`config.mk`:
```
export PLATFORM = sky130hd
export DESIGN_NAME = pll_lock_reset_sequencer
export DESIGN_NICKNAME = d
export VERILOG_FILES = /design/src/rtl/pll_rst_pkg.sv /design/src/rtl/sync_ff_chain.sv /design/src/rtl/pll_lock_reset_sequencer.sv
export SDC_FILE = /design/constraint.sdc
export NUM_CORES = 1
export LEC_CHECK = 0
export ABC_AREA = 1
export CORE_ASPECT_RATIO = 1.25
export CORE_MARGIN = 1
export CORE_UTILIZATION = 51
export DETAILED_ROUTE_END_ITERATION = 10
export PLACE_DENSITY = 0.74
export SYNTH_ARGS = -nofsm -noshare
export SYNTH_HDL_FRONTEND = slang
export SYNTH_SLANG_ARGS = --single-unit
```
`constraint.sdc`:
```
create_clock -name CLK -period 1.5 [get_ports CLK]
set_input_delay 0.3 -clock CLK [delete_from_list [all_inputs] [get_ports CLK]]
set_output_delay 0.3 -clock CLK [all_outputs]
set_load 0.01 [all_outputs]
```
`src/rtl/pll_rst_pkg.sv`:
```
`default_nettype none
// ============================================================================
//  Module      : pll_rst_pkg
//  Description : Shared types and helpers for the PLL lock / reset sequencer.
//                Holds the sequencer state encoding and the counter-width
//                helper used to size the shared cycle counter.
//  Revision    : 1.0 - initial release
// ============================================================================
package pll_rst_pkg;

    // Sequencer states. Encodings are exported on SEQ_STATE for debug, so
    // they are fixed; the remaining 3-bit codes are unused and recover.
    typedef enum logic [2:0] {
        WAIT_LOCK  = 3'd0,
        FABRIC_REL = 3'd1,
        RUN        = 3'd2,
        CPU_RST    = 3'd3
    } seq_state_t;

    // Width of the shared counter: enough for the largest of the three
    // cycle counts, plus one bit of headroom so saturation never aliases
    // onto a terminal value.
    function automatic int cnt_width(input int a, input int b, input int c);
        int m;
        m = a;
        if (b > m) m = b;
        if (c > m) m = c;
        return $clog2(m) + 1;
    endfunction

endpackage : pll_rst_pkg
`default_nettype wire

```
`src/rtl/sync_ff_chain.sv`:
```
`default_nettype none
// ============================================================================
//  Module      : sync_ff_chain
//  Description : Multi-stage flip-flop synchroniser for a single-bit
//                asynchronous input. Output latency is SYNC_STAGES cycles.
//  Ports       : clk   - destination clock
//                rst_n - asynchronous active-low reset (chain clears to 0)
//                i_d   - asynchronous input
//                o_q   - synchronised output
//  Revision    : 1.0 - initial release
// ============================================================================
module sync_ff_chain #(
    parameter int SYNC_STAGES = 2
) (
    input  logic clk,
    input  logic rst_n,
    input  logic i_d,
    output logic o_q
);

    logic [SYNC_STAGES-1:0] r_sync;

    always_ff @(posedge clk or negedge rst_n) begin
        if (!rst_n) begin
            r_sync <= '0;
        end else begin
            r_sync <= {r_sync[SYNC_STAGES-2:0], i_d};
        end
    end

    assign o_q = r_sync[SYNC_STAGES-1];

endmodule : sync_ff_chain
`default_nettype wire

```
`src/rtl/pll_lock_reset_sequencer.sv`:
```
`default_nettype none
// ============================================================================
//  Module      : pll_lock_reset_sequencer
//  Description : Qualifies the CCC PLL LOCK, then releases the fabric reset
//                followed by the CPU reset. Loss of lock re-asserts both
//                resets and sets a sticky LOCK_LOST flag; a software request
//                produces a fixed-width CPU-only reset pulse.
//  Ports       : CLK            - CCC GL0 clock
//                RESETN         - async active-low reset
//                LOCK           - PLL lock (async)
//                MSS_READY      - MSS fabric-interface ready (async)
//                CPU_RST_REQ    - single-cycle software CPU reset request
//                CLR_LOCK_LOST  - synchronous clear of LOCK_LOST
//                FABRIC_RESET_N - registered active-low fabric reset
//                CPU_RESET_N    - registered active-low CPU reset
//                LOCK_LOST      - sticky lock-loss flag
//                SEQ_STATE      - current state encoding (debug)
//  Revision    : 1.0 - initial release
// ============================================================================
module pll_lock_reset_sequencer
    import pll_rst_pkg::*;
#(
    parameter int LOCK_STABLE_CYCLES = 1024,
    parameter int CPU_DELAY_CYCLES   = 16,
    parameter int SW_RESET_CYCLES    = 8,
    parameter int SYNC_STAGES        = 2
) (
    input  logic       CLK,
    input  logic       RESETN,
    input  logic       LOCK,
    input  logic       MSS_READY,
    input  logic       CPU_RST_REQ,
    input  logic       CLR_LOCK_LOST,
    output logic       FABRIC_RESET_N,
    output logic       CPU_RESET_N,
    output logic       LOCK_LOST,
    output logic [2:0] SEQ_STATE
);

    localparam int CNT_W = cnt_width(LOCK_STABLE_CYCLES, CPU_DELAY_CYCLES,
                                     SW_RESET_CYCLES);

    localparam logic [CNT_W-1:0] C_LOCK_LAST = CNT_W'(LOCK_STABLE_CYCLES - 1);
    localparam logic [CNT_W-1:0] C_CPU_LAST  = CNT_W'(CPU_DELAY_CYCLES - 1);
    localparam logic [CNT_W-1:0] C_SW_LAST   = CNT_W'(SW_RESET_CYCLES - 1);
    localparam logic [CNT_W-1:0] C_CNT_MAX   = '1;
    localparam logic [CNT_W-1:0] C_CNT_ONE   = CNT_W'(1);

    // ------------------------------------------------------------------
    // Input synchronisers
    // ------------------------------------------------------------------
    logic w_lock_s;
    logic w_ready_s;

    sync_ff_chain #(
        .SYNC_STAGES (SYNC_STAGES)
    ) u_sync_lock (
        .clk   (CLK),
        .rst_n (RESETN),
        .i_d   (LOCK),
        .o_q   (w_lock_s)
    );

    sync_ff_chain #(
        .SYNC_STAGES (SYNC_STAGES)
    ) u_sync_ready (
        .clk   (CLK),
        .rst_n (RESETN),
        .i_d   (MSS_READY),
        .o_q   (w_ready_s)
    );

    // ------------------------------------------------------------------
    // State / counter / output registers
    // ------------------------------------------------------------------
    seq_state_t       r_state;
    seq_state_t       w_state_next;
    logic [CNT_W-1:0] r_cnt;
    logic [CNT_W-1:0] w_cnt_next;
    logic [CNT_W-1:0] w_cnt_inc;
    logic             w_lock_lost_set;
    logic             r_fabric_reset_n;
    logic             r_cpu_reset_n;
    logic             r_lock_lost;
    logic             w_fabric_next;
    logic             w_cpu_next;
    logic             w_lock_lost_next;

    // Saturating increment: the counter never wraps back onto a terminal
    // value and spuriously fires a transition.
    assign w_cnt_inc = (r_cnt == C_CNT_MAX) ? r_cnt : (r_cnt + C_CNT_ONE);

    always_ff @(posedge CLK or negedge RESETN) begin
        if (!RESETN) begin
            r_state          <= WAIT_LOCK;
            r_cnt            <= '0;
            r_fabric_reset_n <= 1'b0;
            r_cpu_reset_n    <= 1'b0;
            r_lock_lost      <= 1'b0;
        end else begin
            r_state          <= w_state_next;
            r_cnt            <= w_cnt_next;
            r_fabric_reset_n <= w_fabric_next;
            r_cpu_reset_n    <= w_cpu_next;
            r_lock_lost      <= w_lock_lost_next;
        end
    end

    // ------------------------------------------------------------------
    // Next-state and counter logic
    // ------------------------------------------------------------------
    always_comb begin
        w_state_next    = r_state;
        w_cnt_next      = r_cnt;
        w_lock_lost_set = 1'b0;

        case (r_state)
            WAIT_LOCK: begin
                // Any low sample restarts the debounce count.
                if (w_lock_s) begin
                    if (r_cnt == C_LOCK_LAST) begin
                        w_state_next = FABRIC_REL;
                    end else begin
                        w_cnt_next = w_cnt_inc;
                    end
                end else begin
                    w_cnt_next = '0;
                end
            end
            FABRIC_REL: begin
                if (!w_lock_s) begin
                    w_state_next    = WAIT_LOCK;
                    w_lock_lost_set = 1'b1;
                end else if (w_ready_s) begin
                    if (r_cnt == C_CPU_LAST) begin
                        w_state_next = RUN;
                    end else begin
                        w_cnt_next = w_cnt_inc;
                    end
                end
            end
            RUN: begin
                // MSS_READY is deliberately not monitored here.
                if (!w_lock_s) begin
                    w_state_next    = WAIT_LOCK;
                    w_lock_lost_set = 1'b1;
                end else if (CPU_RST_REQ) begin
                    w_state_next = CPU_RST;
                end
            end
            CPU_RST: begin
                // Requests arriving here are dropped, so the pulse width is fixed.
                if (!w_lock_s) begin
                    w_state_next    = WAIT_LOCK;
                    w_lock_lost_set = 1'b1;
                end else if (r_cnt == C_SW_LAST) begin
                    w_state_next = RUN;
                end else begin
                    w_cnt_next = w_cnt_inc;
                end
            end
            default: begin
                w_state_next = WAIT_LOCK;
            end
        endcase

        // Every state starts counting from zero.
        if (w_state_next != r_state) begin
            w_cnt_next = '0;
        end
    end

    // ------------------------------------------------------------------
    // Output logic: decoded from the next state so the registered resets
    // change on the same edge as the state transition.
    // ------------------------------------------------------------------
    always_comb begin
        w_fabric_next = 1'b0;
        w_cpu_next    = 1'b0;
        case (w_state_next)
            FABRIC_REL: w_fabric_next = 1'b1;
            RUN: begin
                w_fabric_next = 1'b1;
                w_cpu_next    = 1'b1;
            end
            CPU_RST:    w_fabric_next = 1'b1;
            default: begin
                w_fabric_next = 1'b0;
                w_cpu_next    = 1'b0;
            end
        endcase

        // Set has priority over clear.
        if (w_lock_lost_set) begin
            w_lock_lost_next = 1'b1;
        end else if (CLR_LOCK_LOST) begin
            w_lock_lost_next = 1'b0;
        end else begin
            w_lock_lost_next = r_lock_lost;
        end
    end

    assign FABRIC_RESET_N = r_fabric_reset_n;
    assign CPU_RESET_N    = r_cpu_reset_n;
    assign LOCK_LOST      = r_lock_lost;
    assign SEQ_STATE      = r_state;

endmodule : pll_lock_reset_sequencer
`default_nettype wire

```
==> run_results.csv, run 1 <==
group,metric,value,unit
outcome,status,"finished, violations left",
outcome,violations,"negative setup slack",
timing,hold_viol_final,0,
setup_path,cp_max_fo,12,
global_routing,grt_max_degree,22,
cts,clk_latency,320,ps
power_and_ir_drop,leakage,0.00100,uW
setup_path,cp_data_required_time,1750,ps
timing,clock_skew,2.81,ps
setup_path,critPathLaunchType,"flop",
final_layout,design_area,0.00192,mm^2
synth,synth_top_area_cell,"dfrtp_1",
synth,synth_cell_types,25,
route,drc,0,
route,wl_met3,212,um
timing,max_freq,614,MHz
synth,syn_area_per_cell,7.31,um^2
final_layout,area_delta_synth_final,45.0,%
floorplan,coreArea,0.00245,mm^2
floorplan,die-height,59.0,um
power_and_ir_drop,p_per_area,527,mW/mm^2
synth,synth.most_common_cell,"nand2_1",
route,wl_met1,1450,um
worst_hold_path,hp-class,"in -> async",
setup_path,end_kind,"flop",
synth,yosysSeqAreaShare,0.397,
synth,ys.flop_type,"dfrtp_1",
cts,htreeDepth,1,
placed_design,placedCellCount,248,
timing,rsz0062_at_grt,"true",
timing,drv_slew,0,
global_routing,grt_pass1_wl,5820,um
setup_path,worstSetupPathType,"reg -> reg",
cts,root_buffer,"clkbuf_4",
floorplan,num_rows,20,
timing,period_needed,1630,ps
placed_design,placement.io_buffers,11,
floorplan,die-area,0.00280,mm^2
route,routedWlPerCell,14.1,um
cts,clockBufferDepth,2,
route,first_pass_iters,4,
route,routed_wl,3730,um
global_routing,first_global_vias,1360,
cts,clock-sinks,21,
timing,setup_violations,13,
route,antenna_left,0,
final_layout,drive_above_1_share,0.368,
run,cap_violations,0,
placed_design,hpwl,2330,um
synth,synth_area,0.00132,mm^2
placed_design,routabilityCongestion,0.925,
synth,yosys-top-cells-area,"dfrtp_1 40%, nand2_1 14%, inv_1 6.2%",
power_and_ir_drop,peakVddDrop,0.000637,V
floorplan,chipWidth,47.6,um
final_layout,stdcell_count,264,
placed_design,place_area,0.00168,mm^2
synth,synth_warnings,0,
cts,cts_buffers,3,
synth,synth_seq_cells,21,
global_routing,grt_usage,0.295,
floorplan,start_util,0.540,
global_routing,grt_overflow,0,
synth,syn_nets,188,
final_layout,antenna_cells,0,
floorplan,ioPinCount,12,
cts,clkTransAtPathRegs,130,ps
route,wl_met2,1950,um
route,topRoutingLayerUsed,"met4",
final_layout,final_nets,239,
timing,fin_crit_sh,1.09,
synth,yosys-top-cells-count,"48 x nand2_1, 22 x inv_1, 21 x dfrtp_1",
synth,synth-edff-count,0,
synth,synthCells,181,
timing,setup_ws,-129,ps
synth,ys_async_sr_fraction,1.00,
setup_path,crit_arrival,1880,ps
global_routing,antenna_found_initial,0,
timing,hold-worst-slack,312,ps
route,drtIter0Drc,39,
route,vias,1399,
cts,cts_tree,"built",
route,via_per_inst,5.30,
power_and_ir_drop,power.total,1010,uW
cts,cts-hold-fix-buffers,0,
synth,synth.top_cell.area_share,0.397,
## final cells by class
class / count / area [um^2]
fill: 175 / 533
sequential: 21 / 529
clock buffer: 3 / 22.5
timing repair buffer: 47 / 405
multi-input combinational: 135 / 821
clock inverter: 1 / 7.51
inverter: 24 / 92.6
tap: 33 / 41.3
## kinds of logic (layout without fill, tap and decap cells)
logic type | count (synthesis) | after routing | synth area share
xor gates and xnor gates | 6 | 6 | 0.0397
DFF | 21 | 21 | 0.397
other | 1 | 1 | 0.00283
adders and majority gates | 1 | 1 | 0.00945
and+or+nand+nor | 108 | 109 | 0.396
AOI/OAI and AO/OA | 18 | 18 | 0.0747
buffers and inverters | 26 | 75 | 0.0803
## worst paths after layout
kind	from	to	slack (ps)	cells after the start
setup / recovery	SEQ_STATE[1]	r_cnt[9]	-130	7
min in group CLK	u_sync_ready.r_sync[0]	u_sync_ready.r_sync[1]	370	0
hold / removal	RESETN	FABRIC_RESET_N	310	2
max in group asynchronous	RESETN	SEQ_STATE[1]	950	2
setup reg to reg	SEQ_STATE[1]	r_cnt[9]	-130	7
hold reg to reg	u_sync_ready.r_sync[0]	u_sync_ready.r_sync[1]	370	0
## cell usage in the layout (no fill, tap or decap), types with 2 or more instances in the layout
cell	n
inv_1	19
inv_2	4
nor2_1	15
nand3_1	15
nand2_2	12
buf_12	2
nand3_4	2
buf_6	2
xor2_1	4
nand2_1	41
dfrtp_1	18
buf_4	32
nor2_4	7
clkdlybuf4s50_1	5
a21oi_1	9
nor2_2	2
nand2_4	2
a21oi_2	2
nand3_2	4
dfrtp_2	3
clkbuf_4	3
dlygate4sd2_1	4
o21ai_0	4
xnor2_1	2
nand4_1	6
## report_power, final
part	switching [uW]	internal, uW	leakage, uW
sequential	7.68	576	0.000277
combinational	77.2	56.6	0.000714
clock	193	102	0.0000139
total	277	734	0.00100
## sequential cells by signal, indices dropped and copies added (netlist names)
signal               cells
SEQ_STATE                3
u_sync_ready.r_sync      2
FABRIC_RESET_N           1
LOCK_LOST                1
r_cnt                   11
u_sync_lock.r_sync       2
CPU_RESET_N              1
## worst max-delay path, stage by stage (launching register included)
cell and delay, ps:
dfrtp_2 470, buf_4 160, a21oi_1 220, nand4_1 200, nor2_4 150, buf_12 140, nand3_1 80, a21oi_2 140
## metrics by stage
stage	setup slack, ps	setup TNS (ps)	util
final	-129	-1200	0.783
after global routing	-245	-2370	0.783
after CTS	-91.9	-782	0.742
after detailed placement	-142	-943	0.685
after global placement	-93.9	-537	0.685
after floorplan	-0.761	-0.761	-
## layer usage
| layer | vias to the layer above | track usage |
|---|---|---|
| met5 | - | 0 |
| met4 | 0 | 0.127 |
| met3 | 12 | 0.0276 |
| met2 | 61 | 0.489 |
| met1 | 649 | 0.380 |
| li1 | 677 | - |
## timing repair
item / 4_1_cts / 5_1_grt
endpoints found under the setup margin: 16 / 15
setup buffers: 7 / 4
pin swaps: 5 / 3
gates cloned: 1 / 0
resized for setup: 24 / 23
Power figures use the tool's default switching activity.
==> run 2: changes to the inputs <==
Settings changed: ABC_CLOCK_PERIOD_IN_PS set to 1700, CORE_UTILIZATION 51 to 56, PLACE_DENSITY 0.74 to 0.77.
Clock period 1.5 ns to 1.7 ns, I/O delays scaled along.
==> run 2 against run 1 <==
The run still ends with negative setup slack left. Die area down 8.6%. Combinational power fell by 16%. Register-to-register slack better by 80 ps. Hold slack gained 47 ps. Non-clock buffer count shrank 12. First-iteration DRC count up 120%. Sequential power decreased by 11%. Global-route usage shrank 1.6 points. Wire length is 2.8% lower. Largest cell class unchanged. Highest routed layer unchanged.
==> run_results.csv, run 2 (synthesis gave the netlist of run 1 again) <==
group,metric,value,unit
outcome,status,"finished, violations left",
outcome,violations,"negative setup slack",
placed_design,hpwl,2230,um
power_and_ir_drop,peakVddDrop,0.000529,V
cts,cts_buffers,3,
final_layout,final_nets,227,
worst_hold_path,min_to,"u_sync_lock.r_sync[1]",
setup_path,crit_arrival,1960,ps
final_layout,design_area,0.00178,mm^2
setup_path,r2r-start,"r_cnt[5]",
setup_path,end_kind,"flop",
placed_design,placement.io_buffers,11,
final_layout,final_common_cell,"nand2_1",
cts,clkTransAtPathRegs,130,ps
power_and_ir_drop,leakage,0.000928,uW
route,wl_met1,1420,um
timing,max_freq,571,MHz
route,routedWlPerCell,14.5,um
timing,setup_violations,4,
setup_path,cp_max_fo,7,
route,drc,0,
setup_path,reg2reg_to,"r_cnt[6]",
setup_path,rr_worst_depth,10,
cts,clk_latency,320,ps
route,via_per_inst,5.68,
floorplan,die-height,56.4,um
timing,rsz0062_at_grt,"true",
setup_path,worstSetupPathType,"reg -> reg",
placed_design,place_area,0.00153,mm^2
final_layout,layout_common_cells,"42 x nand2_1, 22 x buf_4, 21 x inv_1",
power_and_ir_drop,power.total,879,uW
worst_hold_path,hp-class,"reg -> reg",
cts,cts_tree,"built",
final_layout,largest_reg_flops,11,
global_routing,grt_usage,0.279,
floorplan,ioPinCount,12,
cts,htreeDepth,1,
route,topRoutingLayerUsed,"met4",
final_layout,area_delta_synth_final,34.4,%
final_layout,largest_register,"r_cnt",
route,antenna_left,0,
timing,hold-worst-slack,359,ps
floorplan,die-area,0.00256,mm^2
floorplan,chipWidth,45.5,um
cts,clock-sinks,21,
final_layout,antenna_cells,0,
global_routing,antenna_found_initial,0,
cts,root_buffer,"clkbuf_4",
global_routing,first_global_vias,1215,
global_routing,grt_pass1_wl,5220,um
route,wl_met3,231,um
route,routed_wl,3630,um
placed_design,pre_cts_ws,11.9,ps
floorplan,num_rows,19,
worst_hold_path,min_path_cells,0,
setup_path,critPathLaunchType,"flop",
setup_path,cp_data_required_time,1910,ps
timing,hold_viol_final,0,
power_and_ir_drop,p_per_area,494,mW/mm^2
route,first_pass_iters,5,
route,vias,1420,
timing,drv_slew,0,
route,wl_met2,1860,um
placed_design,routabilityCongestion,0.998,
global_routing,grt_overflow,0,
worst_hold_path,hold_path_startpoint,"u_sync_lock.r_sync[0]",
final_layout,fill_cells,140,
floorplan,coreArea,0.00221,mm^2
floorplan,start_util,0.599,
route,drtIter0Drc,86,
timing,period_needed,1750,ps
global_routing,grt_max_degree,22,
final_layout,drive_above_1_share,0.320,
setup_path,rrSetupSlack,-50,ps
cts,clockBufferDepth,2,
run,cap_violations,0,
setup_path,critical_path.startpoint,"r_cnt[5]",
timing,setup_ws,-52.2,ps
timing,fin_crit_sh,1.03,
timing,clock_skew,14.2,ps
==> run 2: changes by cell type in the layout (fill, tap and decap cells not counted), moves of 4 or more <==
cell | previous run | this run
buf_4 | 32 | 22
clkdlybuf4s50_1 | 5 | 9
dlygate4sd2_1 | 4 | 0
nor2_2 | 2 | 7
nor2_4 | 7 | 3
==> run 2: worst max-delay path, stage by stage (launching register included) <==
cell and delay, ps:
dfrtp_1 480, nor2_1 150, nand2_1 90, inv_1 100
nand3_2 100, o21ai_0 290, nand2_2 180, nand2_8 130
inv_4 40, nand2_1 40, inv_1 40
==> run 2: worst max-delay path by stage <==
stage / to / cells past startpoint
after detailed placement: r_cnt[6] / 10
after global placement: r_cnt[8] / 10
after CTS: SEQ_STATE[2] / 1
after floorplan: r_cnt[7] / 11
final: r_cnt[6] / 10
after global routing: r_cnt[8] / 10
==> run 2: per-stage QoR <==
step	setup TNS, ps	cells	utilization
2_1_floorplan	0	181	-
3_3_place_gp	0	231	0.693
3_5_place_dp	0	231	0.693
4_1_cts	0	235	0.709
5_1_grt	-1250	250	0.805
6_report	-190	250	0.805
==> run 2: final cells by class <==
class	count	area, um^2	share of cell area
inverter	24	92.6	0.0520
timing repair buffer	35	303	0.170
multi-input combinational	135	786	0.442
sequential	21	533	0.300
clock buffer	4	26.3	0.0148
tap	31	38.8	0.0218
==> run 2: what timing repair did <==
action                                  4_1_cts  5_1_grt
pin swaps                                     0       10
gates resized for setup                       4       31
buffers inserted                              0       14
cloned                                        0        1
endpoints found under the setup margin        3       12
hold buffers                                  0        0
==> run 2: power by group <==
group	switching (uW)	leakage [uW]	internal, uW
combinational	66.4	0.000641	46.4
clock	159	0.0000150	91.8
sequential	7.67	0.000272	508
==> run 2: metal layers <==
layer,vias up,track usage
met4,0,0.134
li1,652,-
met2,78,0.463
met3,22,0.0193
met5,-,0
met1,668,0.351
